### src/rtl/tmds_decoder.sv
// One TMDS receive channel: finds word alignment on control tokens, then decodes
// video symbols to bytes and control tokens to {C1,C0}, reporting lock status.
module tmds_decoder #(
  parameter int SEARCH_CYCLES = 16,
  parameter int LOCK_TOKENS   = 8,
  parameter int LOSS_TIMEOUT  = 4096
) (
  input  logic       clk,
  input  logic       rst_n,
  input  logic [9:0] symbol_in,
  output logic [7:0] data_out,
  output logic [1:0] ctrl_out,
  output logic       de_out,
  output logic       locked,
  output logic [3:0] offset
);

  localparam int TOK_W   = $clog2(LOCK_TOKENS + 1);
  localparam int DWELL_W = $clog2(SEARCH_CYCLES + 1);
  localparam int GAP_W   = $clog2(LOSS_TIMEOUT + 1);

  typedef enum logic {HUNT, LOCKED} state_t;

  state_t             state, state_n;
  logic [9:0]         sym_d;
  logic [19:0]        win_shift;
  logic [9:0]         aligned;
  logic               is_token;
  logic [1:0]         token_val;
  logic [7:0]         dp;
  logic [7:0]         video;
  logic [3:0]         offset_n;
  logic [TOK_W-1:0]   tok_cnt, tok_cnt_n;
  logic [DWELL_W-1:0] dwell, dwell_n;
  logic [GAP_W-1:0]   gap_cnt, gap_cnt_n;
  logic [7:0]         data_n;
  logic [1:0]         ctrl_n;
  logic               de_n;

  always_ff @(posedge clk) begin
    sym_d <= symbol_in;
  end

  // Bit 0 of the window is the earliest bit on the wire, so shifting right slides the word boundary later.
  always_comb begin
    win_shift = {symbol_in, sym_d} >> offset;
    aligned   = win_shift[9:0];
    is_token  = 1'b1;
    token_val = 2'b00;
    case (aligned)
      10'h354: token_val = 2'b00;
      10'h0AB: token_val = 2'b01;
      10'h154: token_val = 2'b10;
      10'h2AB: token_val = 2'b11;
      default: is_token  = 1'b0;
    endcase
    dp    = aligned[9] ? ~aligned[7:0] : aligned[7:0];
    video = {dp[7:1] ^ dp[6:0] ^ {7{~aligned[8]}}, dp[0]};
  end

  always_comb begin
    state_n   = state;
    offset_n  = offset;
    tok_cnt_n = tok_cnt;
    dwell_n   = dwell;
    gap_cnt_n = gap_cnt;
    case (state)
      HUNT: begin
        if (is_token) begin
          if (tok_cnt == TOK_W'(LOCK_TOKENS - 1)) begin
            state_n   = LOCKED;
            gap_cnt_n = '0;
          end
          tok_cnt_n = tok_cnt + 1'b1;
        end else begin
          tok_cnt_n = '0;
          if (dwell == DWELL_W'(SEARCH_CYCLES - 1)) begin
            dwell_n  = '0;
            offset_n = (offset == 4'd9) ? 4'd0 : offset + 4'd1;
          end else begin
            dwell_n = dwell + 1'b1;
          end
        end
      end
      LOCKED: begin
        if (is_token) begin
          gap_cnt_n = '0;
        end else begin
          gap_cnt_n = gap_cnt + 1'b1;
          if (gap_cnt == GAP_W'(LOSS_TIMEOUT - 1)) begin
            state_n   = HUNT;
            tok_cnt_n = '0;
            dwell_n   = '0;
          end
        end
      end
      default: state_n = HUNT;
    endcase
  end

  // Outputs follow the state being entered, so the locking and timeout edges already obey the new rules.
  always_comb begin
    data_n = 8'h00;
    ctrl_n = 2'b00;
    de_n   = 1'b0;
    if (state_n == LOCKED) begin
      if (is_token) begin
        ctrl_n = token_val;
      end else begin
        ctrl_n = ctrl_out;
        de_n   = 1'b1;
        data_n = video;
      end
    end
  end

  always_ff @(posedge clk) begin
    if (!rst_n) begin
      state    <= HUNT;
      offset   <= 4'd0;
      tok_cnt  <= '0;
      dwell    <= '0;
      gap_cnt  <= '0;
      data_out <= 8'h00;
      ctrl_out <= 2'b00;
      de_out   <= 1'b0;
    end else begin
      state    <= state_n;
      offset   <= offset_n;
      tok_cnt  <= tok_cnt_n;
      dwell    <= dwell_n;
      gap_cnt  <= gap_cnt_n;
      data_out <= data_n;
      ctrl_out <= ctrl_n;
      de_out   <= de_n;
    end
  end

  assign locked = (state == LOCKED);

endmodule
### config.mk
export PLATFORM = sky130hd
export DESIGN_NAME = tmds_decoder
export DESIGN_NICKNAME = d
export VERILOG_FILES = /design/src/rtl/tmds_decoder.sv
export SDC_FILE = /design/constraint.sdc
export NUM_CORES = 1
export LEC_CHECK = 0
export BUFFER_PORTS_ARGS = -buffer_cell sky130_fd_sc_hd__buf_4
export CAP_MARGIN = 40
export CORE_MARGIN = 10
export CORE_UTILIZATION = 40
export CTS_CLUSTER_DIAMETER = 30
export DETAILED_ROUTE_END_ITERATION = 8
export GPL_ROUTABILITY_DRIVEN = 0
export GPL_TIMING_DRIVEN = 0
export PLACE_DENSITY = 0.58
export SLEW_MARGIN = 20
export SYNTH_ARGS = -nofsm -noshare
export SYNTH_HDL_FRONTEND = slang
export SYNTH_SLANG_ARGS = --single-unit
### constraint.sdc
create_clock -name clk -period 3.5 [get_ports clk]
set_input_delay 0.175 -clock clk [delete_from_list [all_inputs] [get_ports clk]]
set_output_delay 0.175 -clock clk [all_outputs]
set_load 0.01 [all_outputs]
==> results of run 1 <==
## layer usage
layer  vias up  global-route usage, %  part of all wire (%)
li1       1359                      -                     -
met5         -                      0                     0
met1      1357                   17.8                    43
met3        21                   2.89                   4.6
met2        78                   22.9                    49
met4         0                   6.78                   3.3
## kinds of logic (layout without fill, tap and decap cells)
logic type	count (synthesis)	after routing	synth area share (%)
buf+inv	32	100	4.80
fa+ha+maj	11	11	4.33
simple gates	129	129	21.8
compound gates	47	48	12.0
mux	47	47	23.1
flops	48	48	30.2
xor+xnor	9	9	3.78
## worst register-to-register path, cell delays in order (launching register included)
cell and delay (ns):
dfxtp_4 0.39, buf_12 0.13, buf_12 0.11, buf_8 0.11, mux2_2 0.33, mux4_2 0.51, mux2i_4 0.19, ha_2 0.19
nand4_1 0.13, or2_4 0.29, mux2_4 0.31, o211a_4 0.27, a221o_1 0.35
## flip-flops by register name, indices dropped and copies added, names as in the netlist
name,cells
de_out,1
offset,4
dwell,5
tok_cnt,4
sym_d,10
data_out,8
locked,1
gap_cnt,13
ctrl_out,2
## layout make-up
cell class              instances  share of cell area, %
repair buffers                 61                   12.1
plain buffers                  17                   3.54
flip-flops and latches         48                   23.8
clock inverters                 3                   1.05
inverters                      14                   1.29
multi-input cells             244                   53.4
well taps                     102                   3.14
clock buffers                   5                   1.69
## cells in the final DEF (no fill, tap or decap), types with 3 or more instances in the layout
cell,instances
a221o_1,10
a22o_1,3
and2_1,4
and3_1,4
buf_12,3
buf_4,51
clkbuf_1,6
clkbuf_8,5
dfxtp_1,46
dlygate4sd3_1,9
ha_1,10
inv_1,12
mux2_1,3
mux2_2,8
mux2_4,4
mux2i_1,11
mux2i_4,7
mux4_2,14
nand2_1,24
nand2b_1,5
nand3_1,13
nand3b_1,3
nand4_1,9
nor2_1,26
nor2b_1,6
nor3_1,5
nor3b_1,5
nor4_1,8
o21ai_0,7
o221ai_1,4
o22ai_1,6
or3_1,3
xnor2_1,5
xnor3_1,3
## worst max-delay path by stage
| stage | to | cells after the start | slack, ns |
|---|---|---|---|
| floorplan | gap_cnt[7] | 13 | 0.008 |
| global placement | gap_cnt[4] | 13 | -0.46 |
| detailed placement | gap_cnt[2] | 13 | -0.47 |
| CTS | gap_cnt[6] | 13 | -0.004 |
| global route | gap_cnt[6] | 13 | -0.09 |
| finish | gap_cnt[2] | 12 | 0.07 |
## through the flow
stage               power, mW  util (%)
finish                   1.11      52.6
global route             1.16      52.6
CTS                      1.11      49.3
detailed placement      0.689      45.5
global placement        0.687      45.5
floorplan               0.654         -
## repair_timing
action	4_1_cts	5_1_grt
buffers inserted	3	22
pin swaps	4	9
endpoints found under the hold margin	9	0
resized for setup	16	22
cloned	1	0
hold buffers	9	0
setup endpoints to repair	37	37
## report_power, final
part | internal, mW | total [mW] | switching, mW
sequential | 0.554 | 0.562 | 0.00806
combinational | 0.0715 | 0.131 | 0.0596
clock | 0.212 | 0.418 | 0.206
total | 0.838 | 1.11 | 0.274
==> impl_metrics.csv, run 1 <==
group,metric,value,unit
critical_path,path_cells,"buf_12 > buf_12 > buf_8 > mux2_2 > mux4_2 > mux2i_4 > ha_2 > nand4_1 > or2_4 > mux2_4 > o211a_4 > a221o_1",
cts,cts_tree,"built",
cts,insertion_delay,0.31,ns
logic_synthesis,seq_area_frac_synth,30.2,%
cts,root_buffer,"clkbuf_8",
global_routing,antenna_found_initial,0,
sta,grt_setup_unrepaired,"true",
cts,cts_sinks,48,
power_and_ir_drop,p_per_area,274,mW/mm2
sta,layout_worst_path_cycle_share,97.9,%
cts,cts.path.max_buffers,2,
logic_synthesis,synth_top_cell_by_area,"dfxtp_1",
drt,wl_per_cell,17.1,um
logic_synthesis,synthesis.area,0.00318,mm2
critical_path,crit_start,"offset[1]",
sta,setup_viol,0,
finish,n_antenna_cell,0,
drt,drt_iter0_drc,178,
logic_synthesis,synth_seq_cells,48,
sta,tightest_slew,0.537,ns
placed_design,dp_slack,-0.468,ns
die,fp.dieH,109,um
finish,multi_input_area,0.00217,mm2
finish,area_growth,27.8,%
critical_path,critPathTopFamily,"multiplexers",
finish,final_layout_size_suffix_gt1_share,31.6,%
finish,fill_cells,691,
power_and_ir_drop,cellLeakagePower,1.57,nW
critical_path,cp_max_fo,7,
sta,min_period,3.43,ns
global_routing,grt.overflow.total,0,
critical_path,cp-start-kind,"flop",
critical_path,rr_worst_depth,12,
logic_synthesis,synthesis.nets,346,
finish,fin_cells,494,
logic_synthesis,async_reset_ff_share,0,%
logic_synthesis,yosysMostFrequentCell,"dfxtp_1",
sta,hold_viol_final,0,
logic_synthesis,syn_inst,323,
placed_design,placed_area,0.00351,mm2
die,rows,32,
critical_path,timing.rr.start,"offset[1]",
global_routing,grt_max_degree,16,
global_routing,grt_usage,14.2,%
placed_design,dp.cells,452,
logic_synthesis,ys_types,60,
critical_path,worstPathBufferInverterCount,3,
critical_path,critPathMaxStageDelay,0.51,ns
drt,wl,8470,um
critical_path,critPathArrivalTime,3.64,ns
worst_hold_path,hold_end,"sym_d[3]",
sta,timing.final.max_slew_violations,0,
critical_path,cp-end-kind,"flop",
die,fp.dieW,109,um
finish,design_area,0.00406,mm2
logic_synthesis,syn_area_per_cell,9.84,um2
cts,clk_pin_slew,0.10,ns
worst_hold_path,min_from,"symbol_in[3]",
logic_synthesis,yosys_warnings,0,
worst_hold_path,holdPathStages,1,
status,status,"finished, final reports clean",
logic_synthesis,synth_common_cells,"48 x dfxtp_1, 27 x nor2_1, 26 x nand2_1, 14 x nand3_1, 13 x mux4_2",
die,initial_core_util,41.1,%
logic_synthesis,synth_area_leaders,"dfxtp_1 30%, mux4_2 9.2%, ha_1 4.3%, mux2_2 3.9%, mux2i_1 3.5%",
die,pin_count,28,
power_and_ir_drop,ir_drop,0.000174,V
logic_synthesis,synth-edff-count,0,
global_routing,grt_pass1_vias,2685,
global_routing,grt_pass1_wl,13600,um
logic_synthesis,synth_top_area_share,30.2,%
placed_design,portBuffers,27,
placed_design,dp_hpwl,5800,um
critical_path,r2r_slack,0.07,ns
die,die_area,0.0119,mm2
worst_hold_path,hp-class,"in2reg",
logic_synthesis,ys.flop_type,"dfxtp_1",
critical_path,path_common_cell,"buf_12",
sta,skew,0.0115,ns
die,core_area,0.00773,mm2
finish,fin_nets,414,
sta,finalSetupTns,0,ns
drt,first_pass_iters,4,
critical_path,crit_required,3.71,ns
drt,ant_nets,0,
critical_path,critPathKind,"reg2reg",
drt,num_vias,2815,
run,maxCapViolCount,0,
drt,via_per_inst,5.70,
critical_path,worstReg2RegEnd,"gap_cnt[2]",
cts,cts_buffers,5,
cts,cts_max_level,2,
sta,holdWs,0.0156,ns
sta,fmax,292,MHz
sta,max-slew-margin-rel,64.2,%
sta,setup_ws,0.0719,ns
finish,seqCellArea,966,um2
critical_path,slowest_stage,"mux4_2",
drt,route.detailed.drc,0,
Power figures use the tool's default switching activity.
==> run 2: changes to the inputs <==
Settings changed: ABC_AREA set to 1, PLACE_DENSITY 0.58 to 0.59.
==> run 2 against run 1 <==
  * First-iteration DRC count shrank 8.4%
  * Sequential power is essentially flat
  * Combinational power shrank 18%
  * Maximum frequency grew 14%
  * Cell area shrank 10%
  * Sequential share of layout area grew 2.6 points
  * Non-clock buffer count shrank 25
  * Largest power group unchanged
==> impl_metrics.csv, run 2 <==
group,metric,value,unit
placed_design,portBuffers,27,
logic_synthesis,yosys_warnings,0,
cts,cts.path.max_buffers,2,
cts,holdBufCountCts,10,
cts,cts_sinks,48,
power_and_ir_drop,pwr-share-clk,41.5,%
sta,setup_viol,0,
logic_synthesis,ys.flop_type,"dfxtp_1",
global_routing,grt_pass1_wl,13000,um
worst_hold_path,hp-class,"in2reg",
critical_path,crit_end,"gap_cnt[2]",
logic_synthesis,async_reset_ff_share,0,%
logic_synthesis,ys_types,37,
logic_synthesis,syn_area_per_cell,6.60,um2
sta,tightest_slew,0.509,ns
logic_synthesis,synth_common_cells,"152 x nand2_1, 60 x nand3_1, 48 x dfxtp_1, 40 x inv_1, 31 x a21oi_1",
logic_synthesis,synth_top_cell_by_area,"dfxtp_1",
power_and_ir_drop,p_per_area,313,mW/mm2
die,fp.dieW,108,um
critical_path,path_cells,"clkbuf_1 > clkbuf_1 > nand2_1 > nand3_1 > o21ai_0 > a21oi_1 > inv_1 > ha_1 > nand4_1 > inv_1 > nand2_8 > nand3_4 > nand2_2 > buf_6 > nand2_1 > a21oi_1",
cts,insertion_delay,0.31,ns
global_routing,antenna_found_initial,0,
logic_synthesis,synth_top_area_share,31.1,%
critical_path,cp-start-kind,"flop",
finish,final_common_cell,"nand2_1",
finish,reg_top3,"gap_cnt x13, sym_d x10, data_out x8",
power_and_ir_drop,cellLeakagePower,1.64,nW
finish,fin_cells,611,
sta,hold_viol_final,0,
critical_path,timing.rr.start,"offset[1]",
drt,drt_iter0_drc,163,
critical_path,r2r_slack,0.49,ns
critical_path,cp_max_fo,10,
finish,fill_cells,773,
cts,cts_resized,0,
cts,cts_tree,"built",
finish,final_layout_size_suffix_gt1_share,13.3,%
critical_path,critPathKind,"reg2reg",
sta,max-slew-margin-rel,66.0,%
finish,n_antenna_cell,0,
global_routing,grt.overflow.total,0,
global_routing,grt_max_degree,15,
global_routing,grt_usage,13.5,%
drt,first_pass_iters,5,
die,die_area,0.0116,mm2
global_routing,grt_pass1_vias,2734,
logic_synthesis,synthesis.nets,491,
logic_synthesis,synth_seq_cells,48,
power_and_ir_drop,p_sw_share,22.6,%
drt,route.detailed.drc,0,
logic_synthesis,seq_area_frac_synth,31.1,%
sta,timing.final.max_slew_violations,0,
cts,root_buffer,"clkbuf_8",
placed_design,dp.cells,594,
critical_path,critPathMaxStageDelay,0.44,ns
critical_path,worstReg2RegEnd,"gap_cnt[2]",
power_and_ir_drop,p_int,882,uW
power_and_ir_drop,p_sw,258,uW
die,core_area,0.00737,mm2
sta,min_period,3.01,ns
critical_path,cp-end-kind,"flop",
cts,cts_max_level,2,
drt,via_per_inst,4.92,
finish,area_growth,18.0,%
finish,regMostFlops,"gap_cnt",
logic_synthesis,yosysMostFrequentCell,"nand2_1",
logic_synthesis,syn_inst,468,
cts,cts_setup_buffers,0,
die,rows,31,
finish,mostFrequentLayoutCells,"152 x nand2_1, 60 x nand3_1, 48 x dfxtp_1, 40 x inv_1, 31 x a21oi_1",
sta,fmax,332,MHz
die,fp.dieH,108,um
die,initial_core_util,41.9,%
drt,ant_nets,0,
sta,grt_setup_unrepaired,"false",
cts,cts_buffers,5,
critical_path,rr_worst_depth,16,
status,status,"finished, final reports clean",
sta,skew,0.00881,ns
power_and_ir_drop,p_comb_share,9.4,%
logic_synthesis,synth_area_leaders,"dfxtp_1 31%, nand2_1 18%, nand3_1 9.7%, a21oi_1 5.0%, inv_1 4.9%",
finish,largest_register_ffs,13,
die,pin_count,28,
drt,wl_per_cell,12.5,um
critical_path,crit_required,3.74,ns
sta,layout_worst_path_cycle_share,86.0,%
power_and_ir_drop,ir_drop,0.000128,V
logic_synthesis,synthesis.area,0.00309,mm2
critical_path,crit_start,"offset[1]",
critical_path,critPathArrivalTime,3.25,ns
sta,finalSetupTns,0,ns
power_and_ir_drop,power_frac_seq,49.1,%
drt,wl,7630,um
finish,fin_nets,535,
run,maxCapViolCount,0,
cts,clk_pin_slew,0.09,ns
drt,num_vias,3004,
critical_path,slowest_stage,"clkbuf_1",
logic_synthesis,synth-edff-count,0,
placed_design,dp_hpwl,5850,um
## run 2: kinds of logic after synthesis
logic type               Yosys count  synth area share (%)
AO/OA/AOI/OAI                     61                  10.8
XOR/XNOR                          15                  4.25
adder cells (fa/ha/maj)           11                  4.46
buffers and inverters             63                  8.75
flip-flops                        48                  31.1
AND/OR/NAND/NOR                  270                  40.6
## run 2: per-layer routing
| layer | wire length, um | GRT usage, % |
|---|---|---|
| met1 | 3790 | 18.4 |
| met2 | 3240 | 20.4 |
| met3 | 523 | 3.53 |
| met4 | 77 | 3.82 |
| met5 | 0 | 0 |
## run 2: metrics by stage
| step | util, % | setup slack (ns) | power (mW) | hold WS, ns | instance area, um2 |
|---|---|---|---|---|---|
| final | 49.5 | 0.491 | 1.14 | 0.225 | 3640 |
| after global routing | 49.5 | 0.191 | 1.19 | 0.248 | 3640 |
| after CTS | 49.5 | 0.504 | 1.16 | 0.217 | 3640 |
| after detailed placement | 46.3 | 0.535 | 0.670 | 0.297 | 3420 |
| after global placement | 46.3 | 0.554 | 0.670 | 0.295 | 3420 |
| after floorplan | - | 1.06 | 0.640 | 0.203 | 3090 |
## run 2: cell type report
| class | count | area (um2) | share of cell area, % |
|---|---|---|---|
| well taps | 99 | 124 | 3.40 |
| repair buffers | 37 | 303 | 8.31 |
| clock inverters | 2 | 60.1 | 1.65 |
| flip-flops and latches | 48 | 961 | 26.4 |
| clock buffers | 5 | 68.8 | 1.89 |
| multi-input cells | 357 | 1860 | 51.0 |
| inverters | 47 | 176 | 4.84 |
| plain buffers | 16 | 93.8 | 2.57 |
## run 2: worst min-delay path by stage
| stage | start | to | slack (ns) | cells past startpoint |
|---|---|---|---|---|
| final | rst_n | tok_cnt[0] | 0.23 | 3 |
| after global routing | rst_n | tok_cnt[2] | 0.25 | 3 |
| after CTS | rst_n | dwell[1] | 0.22 | 3 |
| after detailed placement | symbol_in[4] | sym_d[4] | 0.30 | 1 |
| after global placement | symbol_in[4] | sym_d[4] | 0.29 | 1 |
| after floorplan | symbol_in[0] | sym_d[0] | 0.20 | 0 |
## run 2: worst max-delay path: cells and delay by family, from the launching register on
kind                     cells  cell delay (ns)
AO/OA/AOI/OAI                3             0.56
adder cells (fa/ha/maj)      1             0.21
buffers and inverters        5             1.11
flip-flops                   1             0.34
AND/OR/NAND/NOR              7             0.72
## run 2: power groups by stage
| stage | Sequential (mW) | Combinational, mW | Clock (mW) |
|---|---|---|---|
| after floorplan | 0.572 | 0.0685 | 0 |
| after global placement | 0.573 | 0.0968 | 0 |
| after detailed placement | 0.573 | 0.0971 | 0 |
| after CTS | 0.560 | 0.106 | 0.489 |
| after global routing | 0.562 | 0.123 | 0.507 |
| final | 0.560 | 0.107 | 0.473 |
